## src/rtl/dual_issue_buffer.sv

```systemverilog
// dual_issue_buffer
//   Instruction buffer between fetch and the two decode slots. Fetch pushes up
//   to two instructions per cycle into a circular store; the oldest one or two
//   entries are presented to decode. The second entry is offered only when the
//   pair is free of intra-pair hazards and resource conflicts.
//
// Ports
//   clk, reset            clock, synchronous active-high reset
//   flush                 drop every entry (branch redirect), beats push/pop
//   in_valid[1:0]         push enables (bit0 older, bit1 younger; 10 ignored)
//   in_pc0/1, in_raw0/1   pushed PCs and instruction words
//   in_ready              room for a two-instruction push (registered count)
//   stall                 downstream hold, suppresses pop
//   issue_valid[1:0]      slot0 / slot1 valid
//   issue_pc0/1, issue_raw0/1  head and head+1 entries (zero when not present)
//   count                 registered occupancy

module dual_issue_buffer #(
    parameter int DEPTH = 8,
    parameter int PC_W  = 64
) (
    input  logic                     clk,
    input  logic                     reset,
    input  logic                     flush,
    input  logic [1:0]               in_valid,
    input  logic [PC_W-1:0]          in_pc0,
    input  logic [PC_W-1:0]          in_pc1,
    input  logic [31:0]              in_raw0,
    input  logic [31:0]              in_raw1,
    output logic                     in_ready,
    input  logic                     stall,
    output logic [1:0]               issue_valid,
    output logic [PC_W-1:0]          issue_pc0,
    output logic [PC_W-1:0]          issue_pc1,
    output logic [31:0]              issue_raw0,
    output logic [31:0]              issue_raw1,
    output logic [$clog2(DEPTH):0]   count
);

    localparam int AW = $clog2(DEPTH);
    localparam int CW = AW + 1;

    localparam logic [6:0] OPC_LOAD     = 7'b0000011;
    localparam logic [6:0] OPC_STORE    = 7'b0100011;
    localparam logic [6:0] OPC_BRANCH   = 7'b1100011;
    localparam logic [6:0] OPC_JAL      = 7'b1101111;
    localparam logic [6:0] OPC_JALR     = 7'b1100111;
    localparam logic [6:0] OPC_OP       = 7'b0110011;
    localparam logic [6:0] OPC_OPIMM    = 7'b0010011;
    localparam logic [6:0] OPC_OP32     = 7'b0111011;
    localparam logic [6:0] OPC_OPIMM32  = 7'b0011011;
    localparam logic [6:0] OPC_LUI      = 7'b0110111;
    localparam logic [6:0] OPC_AUIPC    = 7'b0010111;

    typedef struct packed {
        logic writesRd;
        logic readsRs1;
        logic readsRs2;
        logic isMem;
        logic isCtrl;
        logic isOther;
    } insnInfo_t;

    function automatic insnInfo_t decodeInsn(input logic [6:0] opcode, input logic [4:0] rd);
        insnInfo_t info;
        info = '0;
        case (opcode)
            OPC_LOAD:    begin info.writesRd = 1'b1; info.readsRs1 = 1'b1; info.isMem = 1'b1; end
            OPC_STORE:   begin info.readsRs1 = 1'b1; info.readsRs2 = 1'b1; info.isMem = 1'b1; end
            OPC_BRANCH:  begin info.readsRs1 = 1'b1; info.readsRs2 = 1'b1; info.isCtrl = 1'b1; end
            OPC_JAL:     begin info.writesRd = 1'b1; info.isCtrl = 1'b1; end
            OPC_JALR:    begin info.writesRd = 1'b1; info.readsRs1 = 1'b1; info.isCtrl = 1'b1; end
            OPC_OP,
            OPC_OP32:    begin info.writesRd = 1'b1; info.readsRs1 = 1'b1; info.readsRs2 = 1'b1; end
            OPC_OPIMM,
            OPC_OPIMM32: begin info.writesRd = 1'b1; info.readsRs1 = 1'b1; end
            OPC_LUI,
            OPC_AUIPC:   begin info.writesRd = 1'b1; end
            default:     begin info.isOther = 1'b1; end
        endcase
        // x0 is hardwired; a write to it can never create a hazard.
        if (rd == 5'd0) begin
            info.writesRd = 1'b0;
        end
        return info;
    endfunction

    logic [PC_W-1:0] pcMem  [DEPTH];
    logic [31:0]     rawMem [DEPTH];

    logic [AW-1:0] head;
    logic [AW-1:0] tail;
    logic [AW-1:0] headNext;
    logic [AW-1:0] tailNext;

    logic [1:0] pushCnt;
    logic [1:0] popCnt;
    logic       hasOne;
    logic       hasTwo;
    logic       pairOk;
    logic       rawHazard;
    logic       wawHazard;

    logic [31:0] slot0Raw;
    logic [31:0] slot1Raw;
    insnInfo_t   info0;
    insnInfo_t   info1;

    // Natural AW-bit wrap makes DEPTH-1 -> 0 seamless for both pairs.
    assign headNext = head + AW'(1);
    assign tailNext = tail + AW'(1);

    assign slot0Raw = rawMem[head];
    assign slot1Raw = rawMem[headNext];

    assign hasOne   = (count != '0);
    assign hasTwo   = (count >= CW'(2));
    assign in_ready = (count <= CW'(DEPTH - 2));

    always_comb begin
        info0     = decodeInsn(slot0Raw[6:0], slot0Raw[11:7]);
        info1     = decodeInsn(slot1Raw[6:0], slot1Raw[11:7]);
        rawHazard = info0.writesRd &&
                    ((info1.readsRs1 && (slot1Raw[19:15] == slot0Raw[11:7])) ||
                     (info1.readsRs2 && (slot1Raw[24:20] == slot0Raw[11:7])));
        wawHazard = info0.writesRd && info1.writesRd && (slot0Raw[11:7] == slot1Raw[11:7]);
        pairOk    = !(info0.isCtrl || info0.isOther || info1.isOther ||
                      (info0.isMem && info1.isMem) || rawHazard || wawHazard);
    end

    assign issue_valid = {hasTwo && pairOk, hasOne};
    assign issue_pc0   = hasOne ? pcMem[head]      : '0;
    assign issue_raw0  = hasOne ? slot0Raw         : '0;
    assign issue_pc1   = hasTwo ? pcMem[headNext]  : '0;
    assign issue_raw1  = hasTwo ? slot1Raw         : '0;

    always_comb begin
        pushCnt = 2'd0;
        if (in_ready) begin
            case (in_valid)
                2'b01:   pushCnt = 2'd1;
                2'b11:   pushCnt = 2'd2;
                default: pushCnt = 2'd0;
            endcase
        end
        popCnt = 2'd0;
        if (!stall && !flush) begin
            popCnt = issue_valid[1] ? 2'd2 : {1'b0, issue_valid[0]};
        end
    end

    always_ff @(posedge clk) begin
        if (reset || flush) begin
            head  <= '0;
            tail  <= '0;
            count <= '0;
        end else begin
            head  <= head + AW'(popCnt);
            tail  <= tail + AW'(pushCnt);
            count <= count + CW'(pushCnt) - CW'(popCnt);
        end
    end

    // Storage needs no reset: reads are gated by count.
    always_ff @(posedge clk) begin
        if (!reset && !flush && (pushCnt != 2'd0)) begin
            pcMem[tail]  <= in_pc0;
            rawMem[tail] <= in_raw0;
            if (pushCnt == 2'd2) begin
                pcMem[tailNext]  <= in_pc1;
                rawMem[tailNext] <= in_raw1;
            end
        end
    end

endmodule

```

## config.mk

```make
export PLATFORM = sky130hd
export DESIGN_NAME = dual_issue_buffer
export DESIGN_NICKNAME = d
export VERILOG_FILES = /design/src/rtl/dual_issue_buffer.sv
export SDC_FILE = /design/constraint.sdc
export NUM_CORES = 2
export LEC_CHECK = 0
export BUFFER_PORTS_ARGS = -buffer_cell sky130_fd_sc_hd__buf_2
export CORE_ASPECT_RATIO = 0.9
export CORE_MARGIN = 4
export CORE_UTILIZATION = 36
export DETAILED_ROUTE_END_ITERATION = 10
export PLACE_DENSITY_LB_ADDON = 0.3
export REMOVE_ABC_BUFFERS = 1
export SLEW_MARGIN = 20
export SYNTH_ARGS = -nofsm -noshare
export SYNTH_HDL_FRONTEND = slang
export SYNTH_SLANG_ARGS = --single-unit
```

## constraint.sdc

```tcl
create_clock -name clk -period 12.75 [get_ports clk]
set_input_delay 2.55 -clock clk [delete_from_list [all_inputs] [get_ports clk]]
set_output_delay 2.55 -clock clk [all_outputs]
set_load 0.005 [all_outputs]
```

Word-level counts from Yosys, hierarchy flattened. Memories as Yosys holds them, arrays and structs flattened. A register that Yosys moved wholly into a read port is not among the register bits. Cells that the tools add are included.

Flip-flop bits (word level): 10. Bits in writable memories: 768. Input port bits: 198. Output and inout bits: 199. Logic and storage cells: 101. Memories: 2.

Add/subtract/negate cells: 6. Magnitude comparators: 2. Equal/unequal tests: 28. Multiplexer cells: 26. Reduce and logical (&&, ||, !) cells: 34.

Memories: pcMem (depth 8, width 64, read ports 2, clocked after Yosys merged registers in 1, wr ports 2, RTL line 88) `logic [PC_W-1:0] pcMem [DEPTH];`; rawMem (depth 8, width 32, read ports 2, clocked after Yosys merged registers in 1, wr ports 2, RTL line 89) `logic [31:0] rawMem [DEPTH];`.

Operators by type and width (number): 2-to-1 mux 64 bit (2); 2-to-1 mux 32 bit (2); == test 7 x 6 -> 1 bit, second input constant (8); == test 7 x 5 -> 1 bit, second input constant (6); == test 7 bit, second input constant (6); OR reduction 11 bit (2); OR reduction 9 bit (2); 2-to-1 mux 1 bit (16); == test 5 bit (3); == test 7 x 2 -> 1 bit, second input constant (2); logical AND 1 bit (10); zero test 5 bit (2); OR reduction 8 bit (1); logical OR 1 bit (7); adder 3 x 1 -> 3 bit, second input constant (2); adder 3 x 2 -> 3 bit (2); 2-to-1 mux 2 bit (3); 2-to-1 mux 3 bit (2); adder 4 x 2 -> 4 bit (1); == test 2 bit, second input constant (2); >= comparator 4 x 2 -> 1 bit, second input constant (1); less-or-equal comparator 4 x 3 -> 1 bit, second input constant (1); zero test 1 bit (4); case mux 2 bit (2 select lines) (1); 7 further kinds (8).

Logic depth before layout (Yosys ltp). An unclocked memory read counts as a cell.

Word-level depth: 16. Mapped depth: 20. Mapped depth without buffers: 16.

Worst setup path before layout. No wires, ideal clock.

Path kind: input-to-reg. From: input port flush. To: memory pcMem[0][0] (enable). Setup time: 0.692 ns. Arrival time: 10.407 ns. Required time: 12.058 ns. Slack: 1.651 ns. Cell stages on the path: 4. Buffers on the path: 1. Cells stage by stage: or2_2 clkbuf_1 or3_1 o31ai_1.

RTL lines: start, declared (RTL line 24) `input logic flush,`; end, declared (RTL line 88).

Worst setup path in the final report.
From: register head[1]. To: output port issue_valid[1].

Word-level cells in the longest chain between the ends: 12. Elaborated cells between the ends (all ways): 41. Those cells by class: 1 x add/sub; 14 x eq/ne; 6 x mux; 19 x reduce/logical; 1 x memory.

RTL lines: start, declared (RTL line 91) `logic [AW-1:0] head;`; start signal, assigned (RTL line 158) `head <= head + AW'(popCnt);`; adder 3 x 1 -> 3 bit * (RTL line 110) `assign headNext = head + AW'(1);`; memory read (8 x 32 bit) *; == test 7 x 5 -> 1 bit (tied with other cells) (RTL line 67) `case (opcode)`; OR reduction 8 bit (no source line) / OR reduction 4 bit (equally long branches); 2-to-1 mux 1 bit (RTL line 67); logical AND 1 bit, on equally long branches (RTL line 124, 125); logical OR 1 bit (RTL line 124) `((info1.readsRs1 && (slot1Raw[19:15] == slot0Raw[11:7])) ||`; logical AND 1 bit (RTL line 123) `rawHazard = info0.writesRd &&`; logical OR 1 bit (RTL line 128) `(info0.isMem && info1.isMem) || rawHazard || wawHazard);`; logical OR 1 bit * (RTL line 128); zero test 1 bit * (RTL line 127) `pairOk = !(info0.isCtrl || info0.isOther || info1.isOther ||`; logical AND 1 bit * (RTL line 131) `assign issue_valid = {hasTwo && pairOk, hasOne};`; end, declared (RTL line 32) `output logic [1:0] issue_valid,`.

Every way passes the cells marked *; elsewhere a longest branch is shown, timed or not.

==> key figures <==
Outcome
  – Status: complete, no violations

STA
  – Final Max Slew Viols: 0
  – Fmax achieved: about 0.12 GHz
  – Minimum clock period: roughly 8.4 ns
  – Final Hold Viols: 0
  – Least-Margin Pin Slew: between 1 and 1.5 ns
  – Final period utilization: approximately two thirds
  – Post-Route Skew: about 0.024 ns
  – Final setup viols: 0
  – RSZ-0062 raised after global routing: false
  – Relative slew slack: ~23%

Cells and area
  – Most frequent cells in the layout: mux2_2 (785), edfxtp_1 (768), buf_2 (396)
  – Final design utilization: 41.7%
  – Layout cells sized above 1: between 50% and 60%
  – Area Overhead vs Synth: 14.7%
  – Final Instance Area: ~53000 um2
  – Commonest non-fill, non-tap cell in the layout: mux2_2
  – Nets: 3440

Floorplanning
  – Initial core utilization: a little over a third
  – Io pins: roughly 400
  – Die Span Y: about 350 um
  – Die Wd: between 300 and 400 um
  – Row count: between 100 and 150
  – Die area: 134000 um2
  – Core area: roughly 130000 um2

Route
  – Vias per Instance: between 5 and 6
  – Final wirelength: 150 mm
  – DRT Pass-1 Iters: 7
  – Initial DRC Count: roughly 2800
  – Detail Route Antenna Nets: 0
  – Routed WL per cell: ~30 um
  – Vias: around 29000
  – DRC: 0

CTS
  – TritonCTS Buffers: ~90
  – CTS Root Cell: clkbuf_16
  – Post-cts sizing count: 0
  – Hold Buf Count CTS: 0
  – Num Clock Sinks: roughly 780
  – CTS clk-pin slew, worst paths: around 0.06 ns
  – Htree depth: 3
  – Worst-Skew Late Latency: just under 0.7 ns
  – Setup bufs post-CTS: 0
  – CTS tree: yes
  – CTS Buffer Depth: 3

Placed design
  – Area post-placement: between 50000 and 60000 um2
  – # port buffers: around 400
  – Post-DP HPWL: 84.4 mm
  – GPL Wtd Cong: 0.817

Yosys
  – Syn_area_per_cell: roughly 16 um2
  – Synth Area in Adders: less than 1%
  – Synth unique cells: 56
  – Synthesized area: around 46000 um2
  – Register bit total from synthesis: a little under 800
  – Synth warn: 0
  – Async SR Flop Fraction: 0%
  – Main combinational cell family by area after synthesis: multiplexers
  – Compound-Gate Fraction of Synth Area: ~1.5%
  – Main synth FF type: edfxtp_1
  – Synth Area in Simple Gates: 3.50%
  – Post-synthesis cell count: between 2000 and 3000
  – Register area share after synthesis: about half
  – Number of enable flip-flop cells after synthesis: ~770
  – Mux cell area share after synthesis: 41.3%
  – Synth Area in XOR/XNOR: less than 1%

Power and ir drop
  – Peak VDD IR: around 300 uV
  – Leakage: about 18 nW
  – PnR Total Power: 6.57 mW
  – Pwr/cell area: about 120 nW/um2

Global route
  – First-pass GRT wire length: ~220 mm
  – Initial antenna violation count: between 40 and 50
  – Pin count of the biggest net entering global routing: 141
  – Remaining Overflow, GRT: 0
  – Vias in the first global route: approximately 30000
  – GRT Resource Usage Total: 22.0%

Job
  – MaxCap Viol Count: 0

Critical path
  – CP Data Required Time: between 10 and 15 ns
  – R2r setup slk: 6.14 ns
  – Critical Path Start Type: flip-flop
  – CP arrival: 5.81 ns
  – WS Path Type: reg -> out
  – Crit-path max FO: roughly 40
  – Worst Setup End Kind: primary output

Hold path
  – HP Class: reg -> reg
report_power, final:
group	leakage [nW]	switching, mW	internal (mW)
Sequential	7.01	0.0208	2.85
Combinational	9.66	0.639	0.432
Clock	1.42	1.14	1.49
flip-flops by register name (all words and copies together) (netlist names):
| signal | flops |
|---|---|
| head | 3 |
| count | 4 |
| rawMem | 256 |
| tail | 3 |
| pcMem | 512 |
cell usage after synthesis, types with 6 or more instances:
| cell type | count | area, um2 |
|---|---|---|
| mux2_2 | 785 | 8840 |
| edfxtp_1 | 768 | 23100 |
| mux4_2 | 376 | 8470 |
| nand2_1 | 178 | 668 |
| mux2i_1 | 164 | 1640 |
| nor2_1 | 146 | 548 |
| clkbuf_1 | 122 | 458 |
| a21oi_1 | 86 | 430 |
| buf_1 | 45 | 169 |
| buf_2 | 40 | 200 |
| buf_4 | 19 | 143 |
| xnor2_1 | 18 | 158 |
| xor2_1 | 15 | 131 |
| nand3_1 | 13 | 65.1 |
| inv_1 | 12 | 45.0 |
| nor3_1 | 11 | 55.1 |
| dfxtp_1 | 10 | 200 |
| ha_1 | 10 | 125 |
| and2_1 | 8 | 50.1 |
| o21ai_0 | 8 | 40.0 |
| nand4_1 | 7 | 43.8 |
| mux4_1 | 6 | 158 |
| nand2b_1 | 6 | 37.5 |
cells by family after synthesis:
logic type | after synthesis
muxes | 1332
DFF | 778
and+or+nand+nor | 391
buffers and inverters | 247
AOI/OAI and AO/OA | 121
xor gates and xnor gates | 33
adders and majority gates | 14
metal layers:
| layer | track usage (%) | routed length [um] | vias to the layer above |
|---|---|---|---|
| met3 | 5.72 | 12700 | 230 |
| met2 | 33.7 | 68500 | 1197 |
| met1 | 31.3 | 65700 | 15500 |
| li1 | - | - | 12500 |
| met5 | 0 | 269 | - |
| met4 | 5.32 | 3240 | 40 |
metrics by stage:
stage,cells,hold WS [ns],setup WS (ns),TNS [ns]
3_5_place_dp,4834,0.682,5.11,0
4_1_cts,5003,0.697,4.29,0
5_1_grt,5008,0.748,4.04,0
3_3_place_gp,4834,0.681,5.02,0
6_report,5020,0.699,4.39,0
2_1_floorplan,2683,0.611,-9.99,-1342.25
critical path: stages (launching register included):
cell and delay (ns):
dfxtp_4 0.81, ha_4 0.65, buf_4 0.66, buf_4 0.70, mux2i_1 0.22, mux4_2 0.50
xor2_1 0.15, o41ai_1 0.49, o211ai_1 0.19, a221oi_2 0.37, nor2_1 0.15, buf_2 0.16
path summary, 6_finish.rpt:
kind,from,to,cells after the start
worst max-delay path,head[1],issue_valid[1],11
worst min-delay path,tail[0],tail[0],2
worst max register to register,head[1],count[3],18
worst min register to register,tail[0],tail[0],2
area by class of cell:
cell class / count / area, um2
Sequential cell: 778 / 23300
Multi-Input combinational cell: 1891 / 22200
Clock buffer: 109 / 2390
Timing Repair Buffer: 451 / 2500
Fill cell: 11600 / 74300
Antenna cell: 16 / 40.0
Tap cell: 1701 / 2130
Inverter: 14 / 57.6
Clock inverter: 60 / 543
Note: power is estimated with default switching activity, not from simulation.
